==> src/rtl/gf_inverse.sv <==
// Iterative GF(2^8) multiplicative inverse: odata = idata^254 over x^8 + POLY.
// One byte in flight; seven square-and-multiply steps between accept and result.
module gf_inverse #(
  parameter logic [7:0] POLY = 8'h1B
) (
  input  logic       clk,
  input  logic       rst,
  input  logic [7:0] idata,
  input  logic       ivalid,
  output logic       iready,
  output logic [7:0] odata,
  output logic       ovalid,
  input  logic       oready
);

  localparam logic [1:0] IDLE    = 2'd0;
  localparam logic [1:0] COMPUTE = 2'd1;
  localparam logic [1:0] DONE    = 2'd2;

  // Handshake: a transfer happens on a rising edge where valid && ready;
  // iready/ovalid decode registered state only, so no input reaches an output.

  logic [1:0] state;
  logic [7:0] x;
  logic [7:0] r;
  logic [2:0] cnt;
  logic [7:0] x_sq;
  logic [7:0] r_next;

  // Shift-and-add multiply kept to 8 bits: reduce each time bit 7 shifts out.
  function automatic logic [7:0] gf_mul(input logic [7:0] a, input logic [7:0] b);
    logic [7:0] p;
    logic [7:0] s;
    p = 8'h00;
    s = a;
    for (int i = 0; i < 8; i++) begin
      if (b[i]) p = p ^ s;
      if (s[7]) s = {s[6:0], 1'b0} ^ POLY;
      else      s = {s[6:0], 1'b0};
    end
    return p;
  endfunction

  always_comb begin
    x_sq   = gf_mul(x, x);
    r_next = gf_mul(r, x_sq);
  end

  assign iready = (state == IDLE);
  assign ovalid = (state == DONE);

  always_ff @(posedge clk) begin
    if (rst) begin
      state <= IDLE;
      x     <= 8'h00;
      r     <= 8'h00;
      cnt   <= 3'd0;
      odata <= 8'h00;
    end else begin
      case (state)
        IDLE: begin
          if (ivalid) begin
            x     <= idata;
            r     <= 8'h01;
            cnt   <= 3'd0;
            state <= COMPUTE;
          end
        end
        COMPUTE: begin
          // r accumulates a^2 * a^4 * ... * a^128 = a^254 over seven steps.
          x   <= x_sq;
          r   <= r_next;
          cnt <= cnt + 3'd1;
          if (cnt == 3'd6) begin
            odata <= r_next;
            state <= DONE;
          end
        end
        DONE: begin
          if (oready) state <= IDLE;
        end
        default: state <= IDLE;
      endcase
    end
  end

endmodule

==> config.mk <==
export PLATFORM = sky130hd
export DESIGN_NAME = gf_inverse
export DESIGN_NICKNAME = d
export VERILOG_FILES = /design/src/rtl/gf_inverse.sv
export SDC_FILE = /design/constraint.sdc
export NUM_CORES = 1
export LEC_CHECK = 0
export ABC_AREA = 1
export CORE_MARGIN = 1
export CORE_UTILIZATION = 35
export CTS_BUF_LIST = sky130_fd_sc_hd__clkbuf_8 sky130_fd_sc_hd__clkbuf_16
export CTS_CLUSTER_SIZE = 28
export DETAILED_ROUTE_END_ITERATION = 12
export PLACE_DENSITY = 0.51
export SYNTH_ARGS = -nofsm -noshare
export SYNTH_HDL_FRONTEND = slang
export SYNTH_SLANG_ARGS = --single-unit
==> constraint.sdc <==
create_clock -name clk -period 6.6 [get_ports clk]
set_input_delay 0.66 -clock clk [delete_from_list [all_inputs] [get_ports clk]]
set_output_delay 0.66 -clock clk [all_outputs]
set_load 0.05 [all_outputs]
==> metrics.cfg, run 1 <==
[sta]
skew_ps = 8.75
period_needed_ps = 3310
max_slew.worst_pin.slew_ps = 1000
setup_viol = 0
maxSlewHeadroom = 0.329
fmax_ghz = 0.302
hold_viol = 0
maxSlewViolCount = 0
fin_crit_sh = 0.502
fin_tns_setup_ps = 0
rsz0062_at_grt = no

[critical_path]
timing.rr.start = x[7]$_SDFFE_PP0P_
startpoint_type = flop
worstPathArrival_ps = 3430
path_cells = ha_1 -> inv_1 -> nand2_2 -> nand2_1 -> nand2_1 -> nand2_1 -> nand3_1 -> nand2_1 -> inv_1 -> nand3_1 -> nand2_1 -> nand2_2 -> nand2_4 -> inv_2 -> nand3_1 -> nand2_1 -> nand2_1 -> nand2_1 -> inv_1 -> nand3_1 -> nand2_1 -> nand2_1 -> a21oi_1
cpPeakStageDelay_ps = 760
required_ps = 6720
endpoint_kind = flop
path_max_fanout = 18
path_class = flop to flop
r2r_end = r[6]$_SDFFE_PP0P_
slowest_stage = dfxtp_1
worst_path_most_repeated_cell = nand2_1
r2r.worst_path.cells = 23
rrSetupSlack_ps = 3290

[logic_synthesis]
yosys.cell_types.count = 36
synth_top_cell_by_area = nand2_1
synth_seq_cells = 29
synthCells = 801
yosysSeqAreaShare = 0.136
synth_area_leaders = nand2_1 28%, nand3_1 14%, dfxtp_1 14%
synth_top_area_share = 0.280
yosysWarnings = 0
synth_nets = 816
synth_area_mm2 = 0.00426
avgSynthCellArea_um2 = 5.32

[global_routing]
antenna_found_initial = 0
grt_pass1_vias = 4385
grt_pass1_wl_mm = 21.3
track_usage = 0.211
grt_overflow = 0
grt_max_degree = 25

[layout]
diodes = 0
final_core_util = 0.400
nets = 822
syn_to_final_growth_pct = 9.17
fillers = 1290
drive_above_1_share = 0.0928

[detailed_routing]
detail-route-antenna-nets = 0
avgViaCountPerCell = 5.01
routed_wirelength_mm = 12.8
wl_per_cell_um = 13.5
drt-pass1-iter-count = 6
drcViolationCount = 0
drtIter0Drc = 288
num_vias = 4766

[floorplanning]
rows = 39
die_height_um = 112
die_x_um = 112
dieArea_mm2 = 0.0126
start_util = 0.367
io_pins = 22
core_area_mm2 = 0.0116

[pwr]
irDropWorstVdd_v = 0.000153
p_leak_nw = 2.39
powerDensity_mw_per_mm2 = 429

[cts]
clk_latency_ps = 280
cts-root-buf = clkbuf_16
cts_resized = 0
post_cts_buffers = 0
cts_tree = built
cts.sinks = 29
clockBufferDepth = 2
cts_hold_buf = 0
clk_pin_slew_ps = 60
cts_made_buffers = 5
htree_levels = 2

[place]
io_buffer_count = 21
gp_congestion = 0.957
dp_hpwl_mm = 9.86

[run]
maxCapViolCount = 0

[min_path]
hold-path-endpoint = cnt[2]$_SDFFE_PP0P_
min_path_type = flop to flop
hold_depth = 1
min_from = cnt[2]$_SDFFE_PP0P_

[status]
status = completed

==> through the flow <==
| step | cell area (um2) | hold slack [ps] | total power [mW] | setup WS [ps] | instances |
|---|---|---|---|---|---|
| after floorplan | 4260 | 429 | 1.44 | 4250 | 801 |
| after global placement | 4510 | 444 | 1.74 | 3410 | 943 |
| after detailed placement | 4510 | 448 | 1.75 | 3330 | 943 |
| after CTS | 4650 | 456 | 1.98 | 3330 | 951 |
| after global routing | 4650 | 496 | 2.20 | 2930 | 951 |
| final | 4650 | 461 | 1.99 | 3290 | 951 |
==> synthesized netlist by cell type (all sizes together) <==
| cell type | n |
|---|---|
| inv | 123 |
| nand3 | 127 |
| xor2 | 23 |
| nand3b | 7 |
| nor2 | 55 |
| a21oi | 16 |
| o21bai | 2 |
| ha | 3 |
| a221oi | 1 |
| a31oi | 7 |
| dfxtp | 29 |
| nand4 | 7 |
| buf | 16 |
| xnor2 | 11 |
| clkbuf | 7 |
| nand2 | 349 |
| or2 | 1 |
| o211ai | 1 |
| o22ai | 4 |
| clkinv | 1 |
| o21ai | 11 |
==> sequential cells by signal (all words and copies together) (netlist names) <==
| register | flops |
|---|---|
| cnt | 3 |
| odata | 8 |
| r | 8 |
| state | 2 |
| x | 8 |
==> worst max-delay path: cells and delay by family, from the launching register on <==
kind,cells,cell delay (ps)
simple gates,17,1610
fa+ha+maj,1,390
flops,1,760
compound gates,1,60
buf+inv,4,320
==> layer usage <==
metal / GRT usage / up-vias / share of wire
met2: 0.357 / 123 / 0.46
li1: - / 2496 / -
met4: 0.0498 / 0 / 0.0094
met1: 0.290 / 2134 / 0.48
met3: 0.0194 / 13 / 0.044
met5: 0 / - / 0
==> cell type report <==
| type | instances | area, um2 | share of cell area |
|---|---|---|---|
| Multi-Input combinational cell | 625 | 3060 | 0.657 |
| Sequential cell | 29 | 581 | 0.125 |
| Inverter | 124 | 473 | 0.102 |
| Timing Repair Buffer | 22 | 218 | 0.0468 |
| Tap cell | 143 | 179 | 0.0385 |
| Clock buffer | 5 | 125 | 0.0269 |
| Clock inverter | 3 | 17.5 | 0.00377 |
==> power breakdown <==
group	internal (mW)	switching [mW]	total [mW]	leakage [nW]
combinational	0.468	1.02	1.49	2.08
sequential	0.201	0.0782	0.279	0.236
clock	0.138	0.0851	0.223	0.0696
==> logic make-up after synthesis <==
| kind of cell | after synthesis | share of synthesized area |
|---|---|---|
| buffers and inverters | 147 | 0.147 |
| AND/OR/NAND/NOR | 546 | 0.573 |
| XOR/XNOR | 34 | 0.0796 |
| AO/OA/AOI/OAI | 42 | 0.0552 |
| flip-flops | 29 | 0.136 |
| adder cells (fa/ha/maj) | 3 | 0.00881 |
==> placed cells by master, fill, tap and decap left out, drive strengths merged, types with 11 or more instances in the layout <==
cell type and count:
nand2 349, nand3 127, inv 123, nor2 55
dfxtp 29, xor2 23, clkdlybuf4s50 21, a21oi 16
xnor2 11, o21ai 11
==> how the worst max path moves through the flow <==
stage	slack, ps	to	start
5_1_grt	2930	odata[4]$_SDFFE_PP0P_	x[6]$_SDFFE_PP0P_
3_5_place_dp	3330	r[6]$_SDFFE_PP0P_	x[7]$_SDFFE_PP0P_
3_3_place_gp	3410	odata[6]$_SDFFE_PP0P_	x[7]$_SDFFE_PP0P_
4_1_cts	3330	r[6]$_SDFFE_PP0P_	x[7]$_SDFFE_PP0P_
6_report	3290	r[6]$_SDFFE_PP0P_	x[7]$_SDFFE_PP0P_
2_1_floorplan	4250	odata[6]$_SDFFE_PP0P_	x[0]$_SDFFE_PP0P_
No activity file was read; power rests on OpenSTA's default activity.
==> run 2: changes to the inputs <==
PLACE_DENSITY = 0.53   (was 0.51)
clock period = 3.03 ns   (was 6.6 ns; I/O delays follow)
==> run 2 against run 1 <==
  * Register-to-register slack got worse by 3000 ps
  * Wire length increased by 1.2%
  * Critical path depth unchanged
  * Clock power increased by 120%
  * Cell count increased by 1.8%
==> metrics.cfg, run 2 (same netlist as run 1, synthesis figures left out) <==
[critical_path]
timing.rr.start = x[0]$_SDFFE_PP0P_  ; was x[7]$_SDFFE_PP0P_
path_max_fanout = 7  ; was 18
rrSetupSlack_ps = 330  ; was 3290 ps
r2r.worst_path.cells = 23  ; unchanged
startpoint_type = flop  ; unchanged
path_class = flop to flop  ; unchanged
worstPathArrival_ps = 2880  ; was 3430 ps
r2r_end = odata[6]$_SDFFE_PP0P_  ; was r[6]$_SDFFE_PP0P_
required_ps = 3200  ; was 6720 ps
endpoint_kind = flop  ; unchanged

[sta]
setup_viol = 0  ; unchanged
hold_viol = 0  ; unchanged
maxSlewHeadroom = 0.567  ; was 0.329
skew_ps = 5.19  ; was 8.75 ps
fmax_ghz = 0.370  ; was 0.302 GHz
max_slew.worst_pin.slew_ps = 648  ; was 1000 ps
fin_crit_sh = 0.893  ; was 0.502
setup_slack_ps = 325  ; was 3290 ps
maxSlewViolCount = 0  ; unchanged
whs_ps = 455  ; was 461 ps
period_needed_ps = 2700  ; was 3310 ps

[layout]
nets = 839  ; was 822
stdcell_area_mm2 = 0.00478  ; was 0.00465 mm2
final_cell_mix = 318 x nand2_1, 118 x nand3_1, 108 x inv_1  ; unchanged
final_common_cell = nand2_1  ; unchanged
diodes = 0  ; unchanged
instances_no_fill = 968  ; was 951
syn_to_final_growth_pct = 12.2  ; was 9.17%
drive_above_1_share = 0.113  ; was 0.0928
top_regs = odata: 8 flops, r: 8 flops, x: 8 flops  ; unchanged

[min_path]
min_path_type = flop to flop  ; unchanged
hold_depth = 1  ; unchanged
hold-path-endpoint = cnt[2]$_SDFFE_PP0P_  ; unchanged
min_from = cnt[2]$_SDFFE_PP0P_  ; unchanged

[detailed_routing]
avgViaCountPerCell = 4.96  ; was 5.01
num_vias = 4804  ; was 4766
drtIter0Drc = 285  ; was 288
wl_per_cell_um = 13.4  ; was 13.5 um
detail-route-antenna-nets = 0  ; unchanged
drt-pass1-iter-count = 8  ; was 6
routed_wirelength_mm = 13.0  ; was 12.8 mm
drcViolationCount = 0  ; unchanged

[cts]
htree_levels = 2  ; unchanged
cts.sinks = 29  ; unchanged
cts_tree = built  ; unchanged
clk_pin_slew_ps = 50  ; was 60 ps
cts_made_buffers = 5  ; unchanged
post_cts_buffers = 0  ; unchanged
clockBufferDepth = 2  ; unchanged
clk_latency_ps = 280  ; about the same
cts-root-buf = clkbuf_16  ; unchanged

[global_routing]
grt_overflow = 0  ; unchanged
antenna_found_initial = 0  ; unchanged
grt_pass1_vias = 4555  ; was 4385
grt_pass1_wl_mm = 21.8  ; was 21.3 mm
grt_max_degree = 19  ; was 25
track_usage = 0.214  ; was 0.211

[place]
gp_congestion = 0.904  ; was 0.957
io_buffer_count = 21  ; unchanged
dpl.cell_count = 960  ; was 943
pre_cts_slack_ps = 235  ; was 3330 ps
placed_cell_area_mm2 = 0.00463  ; was 0.00451 mm2
dp_hpwl_mm = 10.2  ; was 9.86 mm

[pwr]
irDropWorstVdd_v = 0.000478  ; was 0.000153 V
p_leak_nw = 2.48  ; was 2.39 nW
powerDensity_mw_per_mm2 = 918  ; was 429 mW/mm2
total_power_mw = 4.38  ; was 1.99 mW

[floorplanning]
core_area_mm2 = 0.0116  ; unchanged
die_x_um = 112  ; unchanged
io_pins = 22  ; unchanged
die_height_um = 112  ; unchanged
dieArea_mm2 = 0.0126  ; unchanged
start_util = 0.367  ; unchanged
rows = 39  ; unchanged

[status]
status = completed  ; unchanged

[run]
maxCapViolCount = 0  ; unchanged

[run 2: cell types whose count changed in the layout (fill, tap and decap cells not counted)]
| cell | previous run | this run |
|---|---|---|
| nor2_1 | 49 | 50 |
| dfxtp_2 | 0 | 2 |
| nor2_2 | 5 | 4 |
| dfxtp_1 | 29 | 27 |
| buf_4 | 1 | 18 |
[run 2: worst max path at each step]
stage	from	to	slack (ps)	cells after the start
3_5_place_dp	x[6]$_SDFFE_PP0P_	odata[6]$_SDFFE_PP0P_	240	22
3_3_place_gp	x[6]$_SDFFE_PP0P_	odata[6]$_SDFFE_PP0P_	300	22
2_1_floorplan	x[0]$_SDFFE_PP0P_	odata[6]$_SDFFE_PP0P_	680	23
5_1_grt	x[3]$_SDFFE_PP0P_	odata[5]$_SDFFE_PP0P_	-3	22
4_1_cts	x[6]$_SDFFE_PP0P_	odata[6]$_SDFFE_PP0P_	220	22
6_report	x[0]$_SDFFE_PP0P_	odata[6]$_SDFFE_PP0P_	330	23
[run 2: report_power, final]
group | leakage [nW] | switching (mW) | internal, mW
clock network | 0.0696 | 0.183 | 0.300
logic | 2.17 | 2.26 | 1.08
registers | 0.237 | 0.124 | 0.439
total | 2.48 | 2.57 | 1.82
[run 2: routing by layer]
| metal | global-route usage | part of all wire | up-vias | wire, um |
|---|---|---|---|---|
| met5 | 0 | 0 | - | 0 |
| met1 | 0.288 | 0.47 | 2140 | 6160 |
| met4 | 0.0516 | 0.011 | 0 | 146 |
| met3 | 0.0254 | 0.058 | 10 | 750 |
| met2 | 0.366 | 0.46 | 129 | 5920 |
| li1 | - | - | 2525 | - |
[run 2: area by class of cell]
type,instances,area [um2]
Multi-Input combinational cell,625,3050
Sequential cell,29,583
Inverter,124,473
Clock buffer,5,125
Fill cell,1295,6840
Clock inverter,3,17.5
Timing Repair Buffer,39,345
Tap cell,143,179
[run 2: critical path, cell delays in order (launching register included)]
cell and delay [ps]:
dfxtp_1 310, ha_1 340, inv_1 120, nand2_2 90
nand2_1 80, nand2_1 100, nand2_1 100, nand3_1 60
nand2_1 100, inv_1 50, nand3_1 90, nand2_1 70
nand2_2 130, nand2_4 110, inv_2 120, nand3_1 90
nand2_1 90, nand2_1 50, nand2_1 70, inv_1 40
nand3_1 70, nand2_1 110, o21ai_1 140, inv_1 50
[run 2: what timing repair did]
action / in CTS / in global routing
hold buffers: 0 / 0
endpoints found under the setup margin: 0 / 10
resized for setup: 0 / 2
endpoints found under the hold margin: 0 / 0
[run 2: metrics by stage]
stage / util / setup TNS [ps]
floorplan: - / 0
global placement: 0.399 / 0
detailed placement: 0.399 / 0
CTS: 0.411 / 0
global route: 0.411 / -3.26
finish: 0.411 / 0
==> run 3: changes to the inputs <==
GPL_TIMING_DRIVEN = 1   (was unset)
TNS_END_PERCENT = 50   (was unset)
clock period = 2.2 ns   (was 3.03 ns; I/O delays follow)
==> run 3 against run 2 <==
  * The flow now finishes with violations (setup timing)
  * Die area unchanged
  * Flip-flop and latch count unchanged
  * Core utilization up 13 points
  * Fmax up 7.7%
  * Non-clock buffer count increased by 92
==> metrics.cfg, run 3 (same netlist as run 1, synthesis figures left out) <==
[status]
status = finished with violations  ; was completed
violations = setup timing

[detailed_routing]
drtIter0Drc = 384  ; was 285
wl_per_cell_um = 14.6  ; was 13.4 um
drcViolationCount = 0  ; unchanged
routed_wirelength_mm = 15.5  ; was 13.0 mm
detail-route-antenna-nets = 0  ; unchanged
avgViaCountPerCell = 5.13  ; was 4.96
drt-pass1-iter-count = 5  ; was 8
num_vias = 5451  ; was 4804

[critical_path]
worstPathArrival_ps = 2730  ; was 2880 ps
startpoint_type = flop  ; unchanged
endpoint_kind = flop  ; unchanged
rrSetupSlack_ps = -310  ; was 330 ps
r2r.worst_path.cells = 22  ; was 23
path_max_fanout = 4  ; was 7
required_ps = 2420  ; was 3200 ps
path_class = flop to flop  ; unchanged

[sta]
period_needed_ps = 2510  ; was 2700 ps
fmax_ghz = 0.398  ; was 0.370 GHz
hold_viol = 0  ; unchanged
maxSlewViolCount = 0  ; unchanged
max_slew.worst_pin.slew_ps = 521  ; was 648 ps
setup_viol = 18  ; was 0
maxSlewHeadroom = 0.651  ; was 0.567
whs_ps = 468  ; was 455 ps
rsz0062_at_grt = yes
skew_ps = 6.04  ; was 5.19 ps
setup_slack_ps = -311  ; was 325 ps
fin_tns_setup_ps = -4330  ; was 0 ps
fin_crit_sh = 1.14  ; was 0.893

[place]
placed_cell_area_mm2 = 0.00524  ; was 0.00463 mm2
pre_cts_slack_ps = -420  ; was 235 ps
gp_congestion = 0.946  ; was 0.904
io_buffer_count = 21  ; unchanged
dpl.cell_count = 1034  ; was 960
dp_hpwl_mm = 11.2  ; was 10.2 mm

[cts]
cts_tree = built  ; unchanged
cts.sinks = 29  ; unchanged
cts_made_buffers = 5  ; unchanged
htree_levels = 2  ; unchanged
clk_pin_slew_ps = 50  ; about the same
clk_latency_ps = 290  ; was 280 ps
cts-root-buf = clkbuf_16  ; unchanged
clockBufferDepth = 2  ; unchanged

[layout]
diodes = 0  ; unchanged
syn_to_final_growth_pct = 48.6  ; was 12.2%
stdcell_area_mm2 = 0.00633  ; was 0.00478 mm2
final_core_util = 0.545  ; was 0.411
fillers = 1161  ; was 1295
drive_above_1_share = 0.372  ; was 0.113
final_cell_mix = 238 x nand2_1, 101 x buf_4, 98 x inv_1  ; was 318 x nand2_1, 118 x nand3_1, 108 x inv_1
nets = 933  ; was 839
instances_no_fill = 1062  ; was 968
top_regs = odata: 8 flops, r: 8 flops, x: 8 flops  ; unchanged
final_common_cell = nand2_1  ; unchanged

[pwr]
irDropWorstVdd_v = 0.000735  ; was 0.000478 V
pwr-share-comb = 0.831  ; was 0.761
p_sw_frac = 0.551  ; was 0.586
powerDensity_mw_per_mm2 = 1310  ; was 918 mW/mm2
switching_power_mw = 4.57  ; was 2.57 mW
p_clk_frac = 0.081  ; was 0.110
p_int_mw = 3.72  ; was 1.82 mW
seqPwrFrac = 0.088  ; was 0.128
total_power_mw = 8.29  ; was 4.38 mW
p_leak_nw = 3.13  ; was 2.48 nW

[run]
maxCapViolCount = 0  ; unchanged

[min_path]
hold_depth = 1  ; unchanged
min_path_type = flop to flop  ; unchanged

[floorplanning]
core_area_mm2 = 0.0116  ; unchanged
start_util = 0.367  ; unchanged
die_x_um = 112  ; unchanged
rows = 39  ; unchanged
die_height_um = 112  ; unchanged
io_pins = 22  ; unchanged
dieArea_mm2 = 0.0126  ; unchanged

[global_routing]
track_usage = 0.237  ; was 0.214
grt_overflow = 0  ; unchanged
grt_max_degree = 17  ; was 19
grt_pass1_wl_mm = 24.1  ; was 21.8 mm
grt_pass1_vias = 4980  ; was 4555
antenna_found_initial = 0  ; unchanged

-- run 3: cell types whose count changed in the layout (fill, tap and decap cells not counted), sizes merged --
cell	before	now
buf	18	110
clkinv	3	4
inv	123	122
nand2	349	351
-- run 3: layout make-up --
type	count	area, um2	share of cell area
clock inverters	3	17.5	0.00277
inverters	124	500	0.0791
clock buffers	5	125	0.0198
flip-flops and latches	29	597	0.0943
repair buffers	131	1120	0.177
well taps	143	179	0.0283
multi-input cells	627	3790	0.599
-- run 3: worst paths after layout --
check                                          from               endpoint
worst max-delay path              x[7]$_SDFFE_PP0P_  odata[5]$_SDFFE_PP0P_
worst min-delay path            cnt[2]$_SDFFE_PP0P_    cnt[2]$_SDFFE_PP0P_
worst max register to register    x[7]$_SDFFE_PP0P_  odata[5]$_SDFFE_PP0P_
worst min register to register  cnt[2]$_SDFFE_PP0P_    cnt[2]$_SDFFE_PP0P_
-- run 3: critical path, stage by stage (launching register included) --
cell     delay, ps
dfxtp_4        360
ha_4           300
inv_4           50
nand2_4        100
nand2_4         70
nand2_2         70
nand3_2         60
nand2_2         90
nand2_2         80
inv_2           70
nand3_4         90
nand3_4        150
buf_4          130
nand3_1         70
nand2_1        100
nand2_1         70
nand2_2         80
nand2_1         60
nand2_2         90
nand2_1         70
nand2_2         70
nand2_2         60
a21oi_2        130
-- run 3: power groups by stage --
stage                     Combinational [mW]  Clock [mW]  Sequential, mW
after floorplan                         3.65           0           0.659
after global routing                    7.53       0.703           0.739
after detailed placement                5.41           0           0.729
final                                   6.89       0.672           0.728
after global placement                  5.35           0           0.728
after CTS                               5.83       0.684           0.721
-- run 3: layer usage --
| layer | GRT usage | share of wire | vias to the layer above |
|---|---|---|---|
| met2 | 0.400 | 0.47 | 185 |
| met1 | 0.321 | 0.45 | 2510 |
| met4 | 0.0702 | 0.026 | 0 |
| met5 | 0 | 0 | - |
| met3 | 0.0221 | 0.052 | 36 |
| li1 | - | - | 2720 |
-- run 3: repair_timing --
action,CTS,global route
cloned,0,2
setup buffers,6,12
hold buffers,0,0
setup endpoints to repair,19,20
resized for setup,63,149
pin swaps,31,55
